$ cat src/rtl/vga_timing_gen.sv
// rtl/vga_timing_gen.sv - 640x480@60 VGA raster timing with pixel strobe, syncs, frame pulse and blink
module vga_timing_gen #(
    parameter int H_VISIBLE    = 640,
    parameter int H_FRONT      = 16,
    parameter int H_SYNC       = 96,
    parameter int H_BACK       = 48,
    parameter int V_VISIBLE    = 480,
    parameter int V_FRONT      = 10,
    parameter int V_SYNC       = 2,
    parameter int V_BACK       = 33,
    parameter int CLK_DIV      = 4,
    parameter int BLINK_FRAMES = 30
) (
    input  logic       clk,
    input  logic       rst_n,
    output logic       pix_en,
    output logic [9:0] h_cnt,
    output logic [9:0] v_cnt,
    output logic       valid,
    output logic       hsync,
    output logic       vsync,
    output logic       frame_start,
    output logic       clk_bling
);

    localparam int H_TOTAL = H_VISIBLE + H_FRONT + H_SYNC + H_BACK;
    localparam int V_TOTAL = V_VISIBLE + V_FRONT + V_SYNC + V_BACK;
    // Keep both counters at least one bit wide so BLINK_FRAMES=1 still elaborates.
    localparam int DW = (CLK_DIV > 1) ? $clog2(CLK_DIV) : 1;
    localparam int FW = (BLINK_FRAMES > 1) ? $clog2(BLINK_FRAMES) : 1;

    localparam logic [DW-1:0] DIV_LAST = DW'(CLK_DIV - 1);
    localparam logic [FW-1:0] F_LAST   = FW'(BLINK_FRAMES - 1);
    localparam logic [9:0]    H_LAST   = 10'(H_TOTAL - 1);
    localparam logic [9:0]    V_LAST   = 10'(V_TOTAL - 1);
    localparam logic [9:0]    H_VIS    = 10'(H_VISIBLE);
    localparam logic [9:0]    V_VIS    = 10'(V_VISIBLE);
    localparam logic [9:0]    HS_START = 10'(H_VISIBLE + H_FRONT);
    localparam logic [9:0]    HS_END   = 10'(H_VISIBLE + H_FRONT + H_SYNC);
    localparam logic [9:0]    VS_START = 10'(V_VISIBLE + V_FRONT);
    localparam logic [9:0]    VS_END   = 10'(V_VISIBLE + V_FRONT + V_SYNC);

    logic [DW-1:0] div;
    logic [FW-1:0] fcnt;
    logic          running;
    logic          h_wrap;
    logic          v_wrap;

    assign h_wrap = (h_cnt == H_LAST);
    assign v_wrap = (v_cnt == V_LAST);

    // All outputs are decodes of registered state, so they add no latency.
    assign pix_en      = running && (div == DIV_LAST);
    assign valid       = running && (h_cnt < H_VIS) && (v_cnt < V_VIS);
    assign hsync       = !(running && (h_cnt >= HS_START) && (h_cnt < HS_END));
    assign vsync       = !(running && (v_cnt >= VS_START) && (v_cnt < VS_END));
    assign frame_start = pix_en && h_wrap && v_wrap;

    // Running flag and free-running clock divider producing the pixel strobe.
    always_ff @(posedge clk) begin
        if (!rst_n) begin
            running <= 1'b0;
            div     <= '0;
        end else begin
            running <= 1'b1;
            div     <= (div == DIV_LAST) ? '0 : div + DW'(1);
        end
    end

    // Raster position: column advances per pixel, line advances on column wrap.
    always_ff @(posedge clk) begin
        if (!rst_n) begin
            h_cnt <= '0;
            v_cnt <= '0;
        end else if (pix_en) begin
            if (h_wrap) begin
                h_cnt <= '0;
                v_cnt <= v_wrap ? 10'd0 : v_cnt + 10'd1;
            end else begin
                h_cnt <= h_cnt + 10'd1;
            end
        end
    end

    // Frame counter; the blink level flips each time it completes a period.
    always_ff @(posedge clk) begin
        if (!rst_n) begin
            fcnt      <= '0;
            clk_bling <= 1'b0;
        end else if (frame_start) begin
            if (fcnt == F_LAST) begin
                fcnt      <= '0;
                clk_bling <= ~clk_bling;
            end else begin
                fcnt <= fcnt + FW'(1);
            end
        end
    end

endmodule

$ cat config.mk
export PLATFORM = sky130hd
export DESIGN_NAME = vga_timing_gen
export DESIGN_NICKNAME = d
export VERILOG_FILES = /design/src/rtl/vga_timing_gen.sv
export SDC_FILE = /design/constraint.sdc
export NUM_CORES = 1
export LEC_CHECK = 0
export ABC_AREA = 1
export BUFFER_PORTS_ARGS = -buffer_cell sky130_fd_sc_hd__buf_2
export CAP_MARGIN = 30
export CORE_MARGIN = 5
export CORE_UTILIZATION = 45
export CTS_BUF_LIST = sky130_fd_sc_hd__clkbuf_2 sky130_fd_sc_hd__clkbuf_4 sky130_fd_sc_hd__clkbuf_8
export DETAILED_ROUTE_END_ITERATION = 6
export HOLD_SLACK_MARGIN = 0.15
export PLACE_DENSITY = 0.66
export SYNTH_ARGS = -nofsm -noshare
export SYNTH_HDL_FRONTEND = slang
export SYNTH_SLANG_ARGS = --single-unit
$ cat constraint.sdc
create_clock -name clk -period 1.8 [get_ports clk]
set_input_delay 0.36 -clock clk [delete_from_list [all_inputs] [get_ports clk]]
set_output_delay 0.36 -clock clk [all_outputs]
set_load 0.01 [all_outputs]
=== Yosys cells after proc, flatten, opt, wreduce, memory -nomap -nowiden ===
Index checks and enable logic that the tools add are counted.

* Reductions and logical operators: 14
* Mux-type cells: 4
* Equal/unequal tests: 4
* Add/sub/neg operators: 4
* $lt $le $gt $ge: 6
* Bitwise logic cells: 2

{| class="wikitable"
|+ Operators with widths
! operator !! number
|-
| adder 10 x 1 -> 10 bit, second input constant || 2
|-
| equality test 10 bit, second input constant || 2
|-
| < comparator 10 bit, second input constant || 2
|-
| < comparator 10 x 9 -> 1 bit, second input constant || 2
|-
| 2-to-1 mux 10 bit || 2
|-
| >= comparator 10 bit, second input constant || 1
|-
| >= comparator 10 x 9 -> 1 bit, second input constant || 1
|-
| logical AND 1 bit || 9
|-
| adder 5 x 1 -> 5 bit, second input constant || 1
|-
| equality test 5 bit, second input constant || 1
|-
| 2-to-1 mux 5 bit || 1
|-
| AND reduction 2 bit || 2
|-
| adder 2 x 1 -> 2 bit, second input constant || 1
|-
| equality test 2 bit, second input constant || 1
|-
| zero test 1 bit || 2
|-
| inverter 1 bit || 2
|-
| OR reduction 2 bit || 1
|-
| 2-to-1 mux 1 bit || 1
|}

* Input port bits: 2
* Register bits: 29

=== Logic depth before layout (Yosys ltp) ===
* Depth after elaboration: 5
* Mapped depth: 9
* Mapped depth without buffers: 9

=== Worst setup path before layout ===
Ideal clock, no wire load.

* Path kind: register -> output
* From: register h_cnt[0]
* To: output port frame_start
* Cell stages (with the launch flop): 6
* Buffers on the path: 0
* Path slack: 288 ps
* Data arrival time: 1,152 ps
* Cells stage by stage: dfxtp_1 -> ha_1 -> nand3_2 -> inv_1 -> nand3_4 -> nor2_8

* Longest elaborated chain between the ends: 3

{| class="wikitable"
|+ RTL lines
! what !! RTL line !! source
|-
| from (decl) || 17 || <nowiki>output logic [9:0] h_cnt,</nowiki>
|-
| from (signal assigned) || 80 || <nowiki>h_cnt <= h_cnt + 10'd1;</nowiki>
|-
| equality test 10 bit || 49 || <nowiki>assign h_wrap = (h_cnt == H_LAST);</nowiki>
|-
| logical AND 1 bit (2 in a row) || 57 || <nowiki>assign frame_start = pix_en && h_wrap && v_wrap;</nowiki>
|-
| to (decl) || 22 || <nowiki>output logic frame_start,</nowiki>
|}

No other way between the ends.

=== Worst setup path after layout ===
* From: register v_cnt[1]
* To: output port vsync

* Longest elaborated chain between the ends: 4

{| class="wikitable"
|+ RTL lines
! what !! RTL line !! source
|-
| from (decl) || 18 || <nowiki>output logic [9:0] v_cnt,</nowiki>
|-
| from (signal assigned) || 78 || <nowiki>v_cnt <= v_wrap ? 10'd0 : v_cnt + 10'd1;</nowiki>
|-
| >= comparator 10 x 9 -> 1 bit || 56 || <nowiki>assign vsync = !(running && (v_cnt >= VS_START) && (v_cnt < VS_END));</nowiki>
|-
| logical AND 1 bit || 56 ||
|-
| logical AND 1 bit (*) || 56 ||
|-
| zero test 1 bit (*) || 56 ||
|-
| to (decl) || 21 || <nowiki>output logic vsync,</nowiki>
|}

Mark *: on every way between the ends. The rest lies on a longest branch, timed or not.

==> metrics.txt <==
RR Startpoint v_cnt[4]; Synth area leaders dfxtp_1 (37%), nand2_1 (12%), inv_1 (8.1%), nor2_1 (7.1%), a21oi_1 (5.7%); Slowest-stage cell, CP dfxtp_2; Mean Syn Cell Area around 6.9 um^2; RSZ-0062 raised after global routing true; Synth Warn # 0; Area after DPL between 0.0015 and 0.002 mm^2; Num CTS Buffers 5; io pins 28; Nets ~290; maxcap violations 0; cell count of the worst reg-to-reg path 8; Die W between 60 and 70 um; WP buf/inv 3; iteration-0 DRC count of the detailed router 71; startpoint types flip-flop; DRT Wirelength roughly 3700 um; number of synthesized register bits 29; Overall Global Routing Usage between 10% and 20%; PwrDens 679 mW/mm^2; DR pass1 iterations 4; clk_skew between 7 and 8 ps; Crit path required time roughly 1400 ps; WHS Endpoint running; outcome complete, but fails checks; xor and xnor fraction of the mapped netlist area approximately 1.1%; Hold Slack 244 ps; Final WS setup -50.2 ps; largest fanout on the critical path 3; Post-Synthesis Cells approximately 230; Pleak roughly 0.95 nW; flop-to-flop setup slack approximately 200 ps; slew margin rel. between 70% and 80%; Synth Net Count 237; Final GP Congestion ~0.8; grt total ovfl 0; WHS Path Cells 1; DIE HEIGHT 69.3 um; root buf cell clkbuf_4; combinational family with the most area after synthesis simple AND/OR/NAND/NOR gates; HP Class in2reg; Pins Over Slew Limit 0; Hold Startpoint rst_n; Clock Latency Late Sink approximately 330 ps; worst-margin pin slew 299 ps; via count 1548; crit-path max cell delay 350 ps; commonest cells after routing, fill and taps aside nand2_1 (51), inv_1 (30), nor2_1 (30); final antenna-violating net count 0; antenna cells 0; layout cells sized above 1 between 20% and 30%; clock sinks 29; Cell Area, Synth around 0.0016 mm^2; failing checks setup timing; port bufs 27; CP Cell Sequence inv_2 -> buf_4 -> nor4_2 -> o2111ai_1 -> buf_2; overall power 1.38 mW; first-pass GRT wire length around 6700 um; post-synthesis sequential area ratio between 30% and 40%; DR DRC count 0; final non-filler cell area approximately 0.0020 mm^2; synthesis-to-finish area growth 28.8%; Initial Util 47.1%; core area 0.00336 mm^2; H-tree depth 2; synth unique cells 26; highest ir drop seen on vdd approximately 540 uV; largest net degree at the start of global routing 11; Avg Vias per Cell approximately 4.8; vias in the first global route approximately 1500; row cnt 21; clock-pin slew on the worst setup and hold paths 100 ps; initial antenna violation count 0; Crit Path Class reg2out; Wirelength per Cell 11.5 um; DP HPWL 2720 um; post-synthesis adder-cell area fraction under 10%; largest delay contributor family on the critical path flip-flops; commonest non-fill, non-tap cell in the layout nand2_1; post-layout min period 1850 ps; final period utilization 103%; final hold vios 0; leading area contributor after synthesis dfxtp_1; reg2reg end v_cnt[2]; mux cell area share after synthesis 0%; CP Data Arrival Time roughly 1500 ps; clk buf depth 2; # setup viols final 2; Synth Area in Simple Gates between 30% and 40%; top cell type's share of synthesized area between 30% and 40%; CTS tree built; DIE AREA between 0.004 and 0.005 mm^2; Synth Area in Compound Gates 11.5%; Max Clk Rate around 0.54 GHz; CP Capture Type output port
==> layer usage <==
metal | up-vias | track usage, % | part of all wire (%)
met2 | 30 | 26.2 | 45
met1 | 685 | 21.6 | 49
met4 | 0 | 6.51 | 1.5
met3 | 6 | 5.07 | 4.5
li1 | 827 | - | -
met5 | - | 0 | 0
==> state kept, by name, indices dropped and copies added, names as in the netlist <==
| register | flops |
|---|---|
| h_cnt | 10 |
| clk_bling | 1 |
| v_cnt | 10 |
| fcnt | 5 |
| running | 1 |
| div | 2 |
==> logic make-up (layout without fill, tap and decap cells) <==
| group | count (synthesis) | count (layout) |
|---|---|---|
| flops | 29 | 29 |
| buf+inv | 36 | 86 |
| compound gates | 33 | 33 |
| fa+ha+maj | 7 | 7 |
| xor+xnor | 2 | 2 |
| simple gates | 121 | 121 |
==> area by class of cell <==
class | instances | area [um^2]
Timing Repair Buffer | 43 | 262
Fill cell | 346 | 1330
Clock inverter | 3 | 65.1
Inverter | 35 | 131
Sequential cell | 29 | 592
Multi-Input combinational cell | 163 | 893
Tap cell | 46 | 57.6
Clock buffer | 5 | 37.5
==> where the power goes <==
part           switching [mW]  internal (mW)  total [mW]
logic                  0.0314         0.0194      0.0508
clock network           0.247          0.430       0.677
registers             0.00578          0.650       0.656
==> metrics by stage <==
stage	worst slack, ps	util, %	std cells	TNS (ps)
final	-50.2	60.6	324	-89.7
after detailed placement	109	54.2	308	0
after global placement	145	54.2	308	0
after CTS	-72.5	58.9	320	-87.2
after floorplan	288	-	228	0
after global routing	-119	60.6	324	-270
==> cells in the mapped netlist, drive strengths merged <==
| library cell | instances |
|---|---|
| a211oi | 1 |
| a21o | 2 |
| a21oi | 18 |
| buf | 1 |
| clkinv | 1 |
| dfxtp | 29 |
| ha | 7 |
| inv | 34 |
| nand2 | 55 |
| nand3 | 14 |
| nand3b | 2 |
| nand4 | 4 |
| nor2 | 36 |
| nor3 | 8 |
| nor3b | 1 |
| nor4 | 1 |
| o2111ai | 2 |
| o211ai | 1 |
| o21ai | 9 |
| xor2 | 2 |
==> how the worst max path moves through the flow <==
stage / start / to / slack, ps / cells past startpoint
finish: v_cnt[1] / vsync / -50 / 5
global route: v_cnt[1] / vsync / -120 / 5
CTS: v_cnt[1] / frame_start / -70 / 7
detailed placement: h_cnt[0] / frame_start / 110 / 6
global placement: div[0] / frame_start / 150 / 6
floorplan: h_cnt[0] / frame_start / 290 / 5
==> repair_timing <==
action / 4_1_cts / 5_1_grt
resized for setup: 10 / 11
pin swaps: 4 / 1
setup endpoints to repair: 2 / 5
hold buffers: 0 / 0
hold endpoints to repair: 0 / 0
buffers inserted: 4 / 4
(Power assumes the default switching activity.)
